**src/rtl/hycontrol_response_tx.sv**
```systemverilog
// hycontrol_response_tx: buffers an HY response packet (1-32 bytes) and streams it
// out in address order on a byte-wide AXI4-Stream master, tlast on the final byte.
module hycontrol_response_tx #(
    parameter int BUF_AW = 5,
    parameter int DW     = 8
) (
    input  logic              clk,
    input  logic              rst_n,
    input  logic [BUF_AW-1:0] addr,
    input  logic [DW-1:0]     dat_i,
    input  logic              write,
    input  logic [BUF_AW-1:0] len,
    input  logic              start,
    output logic              busy,
    output logic              done,
    output logic [DW-1:0]     m_axis_tdata,
    output logic              m_axis_tvalid,
    input  logic              m_axis_tready,
    output logic              m_axis_tlast
);
    typedef enum logic [1:0] {IDLE, PRIME, STREAM, DONE} state_t;
    state_t            state;
    logic [DW-1:0]     mem [2**BUF_AW];
    logic [BUF_AW-1:0] last_idx, rd_ptr;
    logic [DW-1:0]     rd_data, skid_data;
    logic              rd_v, rd_last, rd_end, skid_v, skid_last, fire, rd_en;
    logic [1:0]        occ;
    assign fire = m_axis_tvalid && m_axis_tready;
    // bytes held or in flight after this cycle's handshake; a read needs a free slot
    always_comb occ = 2'(m_axis_tvalid) + 2'(skid_v) + 2'(rd_v) - 2'(fire);
    assign rd_en = (state == PRIME) || (state == STREAM && !rd_end && occ < 2'd2);
    always_ff @(posedge clk) begin
        if (write && !busy) mem[addr] <= dat_i;
    end
    always_ff @(posedge clk) begin
        if (!rst_n) begin
            state         <= IDLE;
            busy          <= 1'b0;
            done          <= 1'b0;
            m_axis_tvalid <= 1'b0;
            m_axis_tlast  <= 1'b0;
            m_axis_tdata  <= '0;
            last_idx      <= '0;
            rd_ptr        <= '0;
            rd_data       <= '0;
            rd_v          <= 1'b0;
            rd_last       <= 1'b0;
            rd_end        <= 1'b0;
            skid_v        <= 1'b0;
            skid_data     <= '0;
            skid_last     <= 1'b0;
        end else begin
            rd_v <= rd_en;
            done <= 1'b0;
            if (rd_en) begin
                rd_data <= mem[rd_ptr];
                rd_last <= rd_ptr == last_idx;
                if (rd_ptr == last_idx) rd_end <= 1'b1;
                else rd_ptr <= rd_ptr + 1'b1;
            end
            case (state)
                IDLE: if (start) begin
                    last_idx <= len;
                    rd_ptr   <= '0;
                    rd_end   <= 1'b0;
                    busy     <= 1'b1;
                    state    <= PRIME;
                end
                PRIME: state <= STREAM;
                STREAM: begin
                    if (fire && m_axis_tlast) begin
                        state         <= DONE;
                        busy          <= 1'b0;
                        done          <= 1'b1;
                        m_axis_tvalid <= 1'b0;
                        m_axis_tlast  <= 1'b0;
                        skid_v        <= 1'b0;
                    end else if (fire || !m_axis_tvalid) begin
                        if (skid_v) begin
                            m_axis_tvalid <= 1'b1;
                            m_axis_tdata  <= skid_data;
                            m_axis_tlast  <= skid_last;
                            skid_v        <= rd_v;
                            skid_data     <= rd_data;
                            skid_last     <= rd_last;
                        end else begin
                            m_axis_tvalid <= rd_v;
                            m_axis_tdata  <= rd_data;
                            m_axis_tlast  <= rd_v && rd_last;
                        end
                    end else if (rd_v) begin
                        skid_v    <= 1'b1;
                        skid_data <= rd_data;
                        skid_last <= rd_last;
                    end
                end
                default: state <= IDLE;
            endcase
        end
    end
endmodule

```
**config.mk**
```make
export PLATFORM = sky130hd
export DESIGN_NAME = hycontrol_response_tx
export DESIGN_NICKNAME = d
export VERILOG_FILES = /design/src/rtl/hycontrol_response_tx.sv
export SDC_FILE = /design/constraint.sdc
export NUM_CORES = 1
export LEC_CHECK = 0
export CORE_ASPECT_RATIO = 2
export CORE_MARGIN = 4
export CORE_UTILIZATION = 35
export DETAILED_ROUTE_END_ITERATION = 16
export HOLD_SLACK_MARGIN = 0.15
export SLEW_MARGIN = 20
export SYNTH_ARGS = -nofsm -noshare
export SYNTH_HDL_FRONTEND = slang
export SYNTH_SLANG_ARGS = --single-unit
```
**constraint.sdc**
```tcl
create_clock -name clk -period 6.2 [get_ports clk]
set_input_delay 0.93 -clock clk [delete_from_list [all_inputs] [get_ports clk]]
set_output_delay 0.93 -clock clk [all_outputs]
set_load 0.02 [all_outputs]
```
==> metrics.md <==
| Metric | Value |
|---|---|
| Crit path cell chain | `clkdlybuf4s50_1 > and2_1 > ha_1 > inv_1 > ha_1 > a21oi_1 > mux2i_1 > nor2_2 > or3_1 > a21boi_0` |
| P per Cell Area | `332 mW/mm^2` |
| Initial DRT Pass Iterations | `5` |
| Worst Hold Endpoint | `rd_data[1]` |
| Endpoint class of the critical path | `register` |
| Die Ht | `272 microns` |
| Critical Path Max Stage Delay | `0.46 ns` |
| Yosys reg bits | `301` |
| Io pins | `35` |
| First-pass GRT wire length | `39800 microns` |
| Longest Clk Path Bufs | `3` |
| Final Max Slew Viols | `0` |
| Final Setup Violations | `0` |
| Finished Cell Area | `0.0138 sq mm` |
| Clk_lat worst skew | `0.54 ns` |
| P&R area growth vs syn | `12.7%` |
| Final global-route overflow total | `0` |
| DRC | `0` |
| Worst Path Arrival | `3.54 ns` |
| Largest net degree at the start of global routing | `46` |
| WP buf/inv | `2` |
| Hold WC Path Type | `reg2reg` |
| Final setup margin | `3.13 ns` |
| Inserted Clock Buffers | `26` |
| Ys Warns | `0` |
| Ys async rst share | `0%` |
| Slowest-stage cell, CP | `clkdlybuf4s50_1` |
| Gpl congestion | `0.774` |
| Worst-margin pin slew | `0.864 ns` |
| DR vias/cell | `5.07` |
| Chip Width | `140 microns` |
| FF-to-FF setup slack | `3.35 ns` |
| Hold_sp | `rd_data[1]` |
| Finished Layout Cells | `1262` |
| Placed Instance Area | `0.0130 sq mm` |
| Reg2reg end | `rd_data[7]` |
| Pre-CTS setup slack | `2.55 ns` |
| MaxCap Viol Count | `0` |
| Min Tclk post-route | `3.07 ns` |
| Crit-path leading delay family | `simple AND/OR/NAND/NOR gates` |
| Final wirelength | `26300 microns` |
| Final hold vios | `0` |
| Worst path most repeated cell | `ha_1` |
| Diode count | `0` |
| Cells after DPL | `1214` |
| CTS Sinks | `301` |
| Synthesized Nets | `799` |
| Routed len/inst | `20.8 microns` |
| Gr usage total | `13.6%` |
| Final-layout fill cell count | `3126` |
| EDFF count, synth | `256` |
| Min Hold Slack | `0.470 ns` |
| Postcts setup bufs | `0` |
| Root Driver | `clkbuf_16` |
| Share of the synthesized area in the top cell type | `62.8%` |
| # hold bufs at CTS | `0` |
| Worst hold path depth | `2` |
| Sw frac | `25.2%` |
| Crit path launch type | `input port` |
| Initial core utilization | `35.5%` |
| Sw Pwr | `1.15 mW` |
| DIE AREA | `0.0382 sq mm` |
| RSZ-0062 raised after global routing | `no` |
| Syn avg cell area | `15.9 sq um` |
| Layout cell share with drive strength beyond 1 | `10.8%` |
| Count of different cell masters after synthesis | `53` |
| Routed Antenna Nets | `0` |
| Slew HR | `42.2%` |
| Final net count | `831` |
| Setup CP Type | `in2reg` |
| Leak pwr | `4.26 nW` |
| Status | `completed` |
| Sequential share of the synthesized area | `70.2%` |
| Area contributors post-synth | `edfxtp_1, mux2i_1, dfxtp_1` |
| Post-synthesis cell area | `0.0122 sq mm` |
| Worst r2r path cells | `6` |
| Cell Int Power | `3.42 mW` |
| HPWL Detailed | `17900 microns` |
| Buffers on Ports | `34` |
| Std-Cell Rows | `96` |
| Initial antenna violation count | `0` |
| Core area | `0.0345 sq mm` |
| Post-CTS Resized | `0` |
| Setup TNS | `0 ns` |
| Skew final | `0.00898 ns` |
| Final design utilization | `40.0%` |
| DR vias | `6394` |
| Number of global-route vias before repair | `6528` |
| Peak Freq | `326 MHz` |
| Area leader, netlist | `edfxtp_1` |
| Sequential Area | `0.00860 sq mm` |
| Area occupied by multi-input gates | `0.00337 sq mm` |
| Reg clk slew, reported paths | `0.07 ns` |
| Worst reg2reg startpoint | `rd_ptr[0]` |
| DRT iter0 DRCs | `346` |
| Fin crit share | `49.5%` |
| Worst Path Required | `6.67 ns` |
| Comb power frac | `14.0%` |
| Power Total | `4.58 mW` |
| Sequential Power Share | `51.5%` |
| H-tree depth | `1` |
| Cells after synthesis | `769` |
| Clock power share | `34.5%` |
| Maximum VDD drop | `0.000270 V` |
| Synth Flop Type | `edfxtp_1` |
| TritonCTS clock tree | `built` |
| Critical path peak fanout | `19` |
-- Yosys cell counts (7+ instances only) --
cell	count
a21oi_1	12
a21boi_0	7
buf_4	8
mux2i_1	91
a311o_1	7
o211a_1	8
buf_2	11
edfxtp_1	256
o22ai_1	24
nor2_1	63
o21ai_0	14
mux4_2	21
nand2_1	43
dfxtp_1	45
clkbuf_1	16
ha_1	7
nor2b_1	26
a22o_1	7
a21boi_1	9
a211oi_1	9
nand3_1	10
o211ai_1	7
-- cell families (layout without fill, tap and decap cells) --
kind of cell               Yosys count  count (layout)  synth area share (%)
DFF                                301             301                  70.2
adders and majority gates            7               7                 0.716
buffers and inverters               48             100                  2.32
xor gates and xnor gates             7               7                 0.654
muxes                              116             116                  12.0
AOI/OAI and AO/OA                  118             118                  7.24
and+or+nand+nor                    172             172                  6.86
-- state kept, by name, summed over array words and instances, names as in the netlist, 2 cells and up --
name and flops:
rd_ptr 5, last_idx 5, skid_data 8, m_axis_tdata 8, rd_data 8, state 2, mem 256
-- power by group through the flow --
stage	Combinational, mW	Clock, mW	Sequential, mW
detailed placement	0.652	0	2.41
global route	0.702	1.69	2.37
CTS	0.654	1.62	2.36
global placement	0.639	0	2.41
floorplan	0.482	0	2.38
finish	0.641	1.58	2.36
-- per-layer routing --
metal  vias to the layer above  track usage [%]  wire length, microns
li1                       3043                -                     -
met1                      3181             14.0                  9230
met2                       125             27.4                 15400
met3                        45             1.60                   876
met4                         0             5.08                   800
met5                         -                0                     0
-- worst max-delay path by stage --
stage                  start         to  depth (start not counted)
3_3_place_gp   m_axis_tready    rd_last                         10
4_1_cts        m_axis_tready    rd_last                         10
6_report       m_axis_tready    rd_last                         10
3_5_place_dp   m_axis_tready    rd_last                         10
5_1_grt        m_axis_tready    rd_last                         10
2_1_floorplan  m_axis_tready  rd_ptr[4]                          9
-- cell type report --
cell class | count | share of cell area [%]
sequential | 301 | 62.3
multi-input combinational | 420 | 24.4
inverter | 5 | 0.136
clock inverter | 13 | 0.725
clock buffer | 35 | 5.26
timing repair buffer | 47 | 3.14
tap | 441 | 4.00
-- cells in the final DEF, fill, tap and decap left out, types with 4 or more instances in the layout --
master,n
a211oi_1,9
a21boi_0,7
a21boi_1,8
a21oi_1,12
a22o_1,7
a311o_1,7
buf_4,13
clkbuf_1,6
clkbuf_16,27
clkdlybuf4s50_1,33
clkinv_2,4
dfxtp_1,42
edfxtp_1,256
ha_1,7
inv_1,5
mux2i_1,91
mux4_2,21
nand2_1,43
nand2b_1,5
nand3_1,10
nand3b_1,6
nor2_1,63
nor2b_1,26
o211a_1,8
o211ai_1,7
o21ai_0,14
o22ai_1,24
or3_1,6
or3b_1,4
xnor2_1,4
-- worst register-to-register path: stages (launching register included) --
cell,delay [ns]
dfxtp_4,0.73
buf_4,0.55
mux2i_1,0.30
o22ai_1,0.19
a2111oi_0,0.69
a311o_1,0.21
a21boi_1,0.06
(Power assumes the default switching activity.)
